<file path="src/rtl/led_pattern_gen_if.sv">
// LED pattern generator control/status bundle.
// The controller drives run controls, the generator drives LED status.
interface led_pattern_gen_if #(
  parameter int WIDTH = 16
) ();
  logic             en;
  logic             dir;
  logic [1:0]       mode;
  logic [WIDTH-1:0] led;
  logic             dir_out;
  logic             wrap;

  modport master (
    output en,
    output dir,
    output mode,
    input  led,
    input  dir_out,
    input  wrap
  );

  modport slave (
    input  en,
    input  dir,
    input  mode,
    output led,
    output dir_out,
    output wrap
  );
endinterface

</file>
<file path="src/rtl/led_pattern_gen.sv">
// Parametrised LED pattern generator: rotate, bounce, fill/drain, hold.
// A prescaler yields a one-cycle step enable; no derived clock.
module led_pattern_gen #(
  parameter int WIDTH = 16,
  parameter int DIV_W = 25
) (
  input logic             clk,
  input logic             rst,
  led_pattern_gen_if.slave bus
);

  typedef enum logic [1:0] {
    M_ROT  = 2'b00,
    M_BNC  = 2'b01,
    M_FILL = 2'b10,
    M_HOLD = 2'b11
  } mode_e;

  typedef enum logic {
    MOVE_DN = 1'b0,
    MOVE_UP = 1'b1
  } bdir_e;

  typedef enum logic {
    FILL  = 1'b0,
    DRAIN = 1'b1
  } phase_e;

  localparam logic [WIDTH-1:0] SEED = {1'b1, {(WIDTH-1){1'b0}}};
  localparam logic [WIDTH-1:0] LSB  = WIDTH'(1);
  localparam logic [WIDTH-1:0] ONES = '1;
  localparam logic [DIV_W-1:0] CMAX = '1;

  logic [DIV_W-1:0] cnt, cnt_d;
  logic [WIDTH-1:0] led_q, led_d;
  mode_e            mode_q, mode_in;
  bdir_e            bdir, bdir_d;
  phase_e           phase, phase_d;
  logic             dout_q, dout_d;
  logic             wrap_q, wrap_d;
  logic             step;
  logic             mode_chg;

  assign mode_in  = mode_e'(bus.mode);
  assign mode_chg = (mode_in != mode_q);
  assign step     = bus.en && (cnt == CMAX);

  always_ff @(posedge clk or negedge rst) begin
    if (!rst) begin
      cnt    <= '0;
      led_q  <= SEED;
      mode_q <= M_ROT;
      bdir   <= MOVE_DN;
      phase  <= FILL;
      dout_q <= 1'b0;
      wrap_q <= 1'b0;
    end else begin
      cnt    <= cnt_d;
      led_q  <= led_d;
      mode_q <= mode_in;
      bdir   <= bdir_d;
      phase  <= phase_d;
      dout_q <= dout_d;
      wrap_q <= wrap_d;
    end
  end

  always_comb begin
    cnt_d   = cnt;
    led_d   = led_q;
    bdir_d  = bdir;
    phase_d = phase;
    wrap_d  = 1'b0;
    if (mode_chg) begin
      // A mode change reseeds and restarts the step phase.
      cnt_d   = '0;
      bdir_d  = MOVE_DN;
      phase_d = FILL;
      unique case (mode_in)
        M_ROT:   led_d = SEED;
        M_BNC:   led_d = SEED;
        M_FILL:  led_d = '0;
        M_HOLD:  led_d = led_q;
        default: led_d = led_q;
      endcase
    end else if (bus.en) begin
      cnt_d = cnt + DIV_W'(1);
      if (step) begin
        unique case (mode_q)
          M_ROT: begin
            if (bus.dir) begin
              led_d  = {led_q[WIDTH-2:0], led_q[WIDTH-1]};
              wrap_d = led_q[WIDTH-1];
            end else begin
              led_d  = {led_q[0], led_q[WIDTH-1:1]};
              wrap_d = led_q[0];
            end
          end
          M_BNC: begin
            unique case (bdir)
              MOVE_DN: begin
                if (led_q[0]) begin
                  bdir_d = MOVE_UP;
                  led_d  = led_q << 1;
                  wrap_d = 1'b1;
                end else begin
                  led_d = led_q >> 1;
                end
              end
              MOVE_UP: begin
                if (led_q[WIDTH-1]) begin
                  bdir_d = MOVE_DN;
                  led_d  = led_q >> 1;
                  wrap_d = 1'b1;
                end else begin
                  led_d = led_q << 1;
                end
              end
              default: bdir_d = MOVE_DN;
            endcase
          end
          M_FILL: begin
            unique case (phase)
              FILL: begin
                if (led_q != ONES) begin
                  led_d = (led_q << 1) | LSB;
                end else begin
                  phase_d = DRAIN;
                  led_d   = led_q >> 1;
                  wrap_d  = 1'b1;
                end
              end
              DRAIN: begin
                if (led_q != '0) begin
                  led_d = led_q >> 1;
                end else begin
                  phase_d = FILL;
                  led_d   = LSB;
                  wrap_d  = 1'b1;
                end
              end
              default: phase_d = FILL;
            endcase
          end
          M_HOLD: led_d = led_q;
          default: led_d = led_q;
        endcase
      end
    end
  end

  always_comb begin
    dout_d = dout_q;
    unique case (mode_in)
      M_ROT:   dout_d = bus.dir;
      M_BNC:   dout_d = (bdir_d == MOVE_UP);
      M_FILL:  dout_d = (phase_d == FILL);
      M_HOLD:  dout_d = dout_q;
      default: dout_d = dout_q;
    endcase
  end

  assign bus.led     = led_q;
  assign bus.dir_out = dout_q;
  assign bus.wrap    = wrap_q;

endmodule

</file>
<file path="src/flat_wrapper.sv">
// flat-port wrapper written by rule: the top's interface ports become plain ports
module led_pattern_gen_flat 
#(
  parameter int WIDTH = 16,
  parameter int DIV_W = 25
)
  (clk, rst, bus_en, bus_dir, bus_mode, bus_led, bus_dir_out, bus_wrap);
  led_pattern_gen_if #(.WIDTH(WIDTH)) bus_i ();
  input logic clk;
  input logic rst;
  input wire logic [$bits(bus_i.en)-1:0] bus_en;
  input wire logic [$bits(bus_i.dir)-1:0] bus_dir;
  input wire logic [$bits(bus_i.mode)-1:0] bus_mode;
  output wire logic [$bits(bus_i.led)-1:0] bus_led;
  output wire logic [$bits(bus_i.dir_out)-1:0] bus_dir_out;
  output wire logic [$bits(bus_i.wrap)-1:0] bus_wrap;
  assign bus_i.en = bus_en;
  assign bus_i.dir = bus_dir;
  assign bus_i.mode = bus_mode;
  assign bus_led = bus_i.led;
  assign bus_dir_out = bus_i.dir_out;
  assign bus_wrap = bus_i.wrap;
  led_pattern_gen #(.WIDTH(WIDTH), .DIV_W(DIV_W)) u_core (.clk(clk), .rst(rst), .bus(bus_i));
endmodule
</file>
<file path="config.mk">
export PLATFORM = sky130hd
export DESIGN_NAME = led_pattern_gen_flat
export DESIGN_NICKNAME = d
export VERILOG_FILES = /design/src/rtl/led_pattern_gen_if.sv /design/src/rtl/led_pattern_gen.sv /design/src/flat_wrapper.sv
export SDC_FILE = /design/constraint.sdc
export NUM_CORES = 1
export LEC_CHECK = 0
export BUFFER_PORTS_ARGS = -buffer_cell sky130_fd_sc_hd__clkbuf_2
export CAP_MARGIN = 20
export CORE_MARGIN = 8
export CORE_UTILIZATION = 40
export CTS_CLUSTER_DIAMETER = 120
export CTS_CLUSTER_SIZE = 40
export DETAILED_ROUTE_END_ITERATION = 8
export PLACE_DENSITY = 0.66
export SLEW_MARGIN = 20
export SYNTH_ARGS = -nofsm -noshare
export SYNTH_HDL_FRONTEND = slang
export SYNTH_SLANG_ARGS = --single-unit
</file>
<file path="constraint.sdc">
create_clock -name clk -period 2.5 [get_ports clk]
set_clock_uncertainty 0.2 [all_clocks]
set_input_delay 0 -clock clk [delete_from_list [all_inputs] [get_ports clk]]
set_output_delay 0 -clock clk [all_outputs]
set_load 0.005 [all_outputs]
</file>
==> impl_metrics.yaml <==
floorplan:
  initial_core_util: 0.415
  die_h_um: 103
  core_region_area_um2: 7290
  pin_count: 24
  fp.dieW_um: 103
  dieArea_um2: 10600
  num_rows: 31
sta:
  rsz0062_at_grt: "no"
  hold_viol: 0
  slew_viol_final: 0
  fin_crit_sh: 0.922
  finalSetupViolations: 0
  worst_slew_pin_slew_ns: 0.727
  fmax_ghz: 0.434
  slew_headroom: 0.515
  min_period_ns: 2.31
  fin_setup_tns_ns: 0
cts:
  cts.path.max_buffers: 2
  cts_made_buffers: 5
  h-tree-depth: 2
  cts_tree: "built"
  clockRootBuffer: "clkbuf_8"
  cts.clk_slew.worst_paths_ns: 0.09
  clk-insertion-delay-late_ns: 0.31
  clock_sinks: 47
  cts_resized: 0
yosys:
  synth_fp_nets: 350
  ys_types: 50
  ys_seq_area_frac: 0.389
  synth_edf_count: 0
  ys_top_cells_by_area: "dfrtp_1 (38%), xor2_1 (4.9%), mux2i_1 (4.6%), ha_1 (3.7%), nand3_1 (3.6%)"
  synth_top_family_by_area: "simple AND/OR/NAND/NOR gates"
  syn_inst: 335
  ys_seq_elements: 47
  syn-mean-instance-area_um2: 9.04
  yosys-mux-area-fraction: 0.0686
  yosys_warnings: 0
  yosysTopAreaCellShare: 0.380
  synth-xor-area-share: 0.0665
  netlist_area_um2: 3030
  synthSimpleGateAreaFrac: 0.223
  synth-compound-area-share: 0.169
  synth.largest_area_cell: "dfrtp_1"
  synth_fa_ha_area_frac: 0.0372
  ys.flop_type: "dfrtp_1"
  async_reset_ff_frac: 1.00
routing:
  post_drt_via_cell_ratio: 5.67
  wl_um: 7230
  drt_iter0_drc: 168
  num_vias: 2654
  drt_pass1_iterations: 4
  wire_per_inst_um: 15.5
  drcViolationCount: 0
  antenna_left: 0
critical_path:
  crit_path_end_kind: "flip-flop"
  slowest_delay_ns: 0.39
  required_ns: 2.52
  cp.arrival_ns: 2.32
  start_kind: "flip-flop"
  crit_slowest_cell: "dfrtp_1"
  crit_type: "reg2reg"
  worstPathCellList: "ha_1 > and2_1 > nand4_2 > nor4_4 > nand4b_1 > buf_4 > o31ai_1"
  path_max_fanout: 32
  cp_num_buf_inv: 1
  path_delay_family: "simple AND/OR/NAND/NOR gates"
power:
  power.density_nw_per_um2: 430
  p_leak_nw: 1.54
  ir_drop_mv: 0.355
placement:
  place_inst: 456
  dpl.hpwl_um: 5070
  io_buffers: 23
  place.gp.congestion: 0.884
finish:
  nets: 383
  syn_to_final_growth_pct: 14.6
  stdcell_count: 468
  drive_gt1_frac: 0.179
  diodes: 0
global_route:
  grt_pass1_vias: 2573
  grt_first_pass_wirelength_um: 12400
  grt_antenna_before_repair: 0
  grt_max_degree: 33
  globalRoute.totalOverflow: 0
  grt_usage: 0.148
job:
  cap_viol_max_count: 0
status:
  status: "finished, final reports clean"
hold_path:
  hold_class: "in2async"
per-stage QoR:
stage / utilization / total power, mW / cell area, um2 / hold slack, ns / setup slack (ns)
final: 0.476 / 1.49 / 3470 / 0.0778 / 0.194
after CTS: 0.476 / 1.51 / 3470 / 0.101 / 0.189
after detailed placement: 0.458 / 1.01 / 3340 / -0.109 / 0.206
after global placement: 0.458 / 1.01 / 3340 / -0.107 / 0.275
after floorplan: - / 0.927 / 3030 / -0.496 / 0.249
after global routing: 0.476 / 1.56 / 3470 / 0.142 / 0.0331
layer usage:
layer | wire, um | share of wire | GRT usage
met5 | 0 | 0 | 0
met4 | 87 | 0.012 | 0.0523
met3 | 396 | 0.055 | 0.0250
met2 | 3540 | 0.49 | 0.249
met1 | 3210 | 0.44 | 0.186
report_power, final:
part / internal (mW) / switching [mW] / total (mW)
clock network: 0.227 / 0.268 / 0.495
registers: 0.771 / 0.00871 / 0.780
logic: 0.0813 / 0.138 / 0.219
total: 1.08 / 0.414 / 1.49
logic make-up after synthesis:
kind of cell	Yosys count
fa+ha+maj	9
simple gates	127
buf+inv	35
mux	20
flops	47
xor+xnor	23
compound gates	74
worst reg2reg max path, stage by stage, from the launching register on:
cell      delay [ns]
dfrtp_1         0.39
ha_1            0.15
and2_1          0.23
nand4_2         0.23
nor4_4          0.35
nand4b_1        0.14
buf_4           0.25
o31ai_1         0.28
state kept, by name, summed over array words and instances (netlist names):
| signal | cells |
|---|---|
| u_core.bus.wrap | 1 |
| u_core.bus.dir_out | 1 |
| u_core.bus.led | 16 |
| u_core.cnt | 25 |
| u_core.mode_q | 2 |
| u_core.bdir | 1 |
| u_core.phase | 1 |
layout by cell type (no fill, tap or decap), types with 3 or more instances in the layout:
cell type / n
nand2_1: 28
clkbuf_8: 6
a21oi_1: 9
a211oi_1: 4
nand4_1: 8
a31oi_1: 5
o221ai_1: 9
o21ai_1: 7
nor2b_1: 6
nor2_1: 26
or3_1: 5
inv_1: 12
nor4_1: 5
nor3_1: 4
nand2b_1: 3
dfrtp_1: 46
clkbuf_2: 23
xor2_1: 17
mux2_2: 6
o21ai_0: 18
and4_1: 4
a221oi_1: 4
ha_1: 9
nand3_1: 22
mux2i_1: 14
xnor2_1: 6
and3_1: 3
o31ai_1: 6
dlygate4sd3_1: 4
buf_4: 22
cell type report:
| class | count | area [um2] |
|---|---|---|
| clock buffer | 7 | 86.3 |
| clock inverter | 1 | 8.76 |
| fill | 730 | 3820 |
| inverter | 12 | 45.0 |
| multi-input combinational | 253 | 1710 |
| sequential | 47 | 1180 |
| tap | 99 | 124 |
| timing repair buffer | 49 | 320 |
synthesized netlist by cell type, drive strengths merged, types with 9 or more instances:
cell type  number
a21oi           9
clkbuf         17
dfrtp          46
ha              9
inv            12
mux2i          14
nand2          28
nand3          22
nand4          10
nor2           26
o21ai          25
o221ai          9
xor2           17
worst paths after layout:
| check | depth (start not counted) | startpoint | endpoint | slack, ns |
|---|---|---|---|---|
| max | 7 | u_core.cnt[0]$_DFFE_PN0N_ | u_core.bus.led[12]$_DFFE_PN0P_ | 0.19 |
| min | 2 | rst | u_core.bus.led[5]$_DFFE_PN0P_ | 0.08 |
| max reg2reg | 7 | u_core.cnt[0]$_DFFE_PN0N_ | u_core.bus.led[12]$_DFFE_PN0P_ | 0.19 |
| min reg2reg | 2 | u_core.cnt[24]$_DFFE_PN0N_ | u_core.cnt[24]$_DFFE_PN0N_ | 0.34 |
| max in group asynchronous | 3 | rst | u_core.cnt[17]$_DFFE_PN0N_ | 1.37 |
| min in group clk | 2 | bus_mode[0] | u_core.mode_q[0]$_DFF_PN0_ | 0.21 |
what timing repair did:
action / in CTS / in global routing
hold buffers: 4 / 0
endpoints found under the hold margin: 30 / 0
setup endpoints to repair: 0 / 0
setup buffers: 0 / 0
Note: power is estimated with default switching activity, not from simulation.
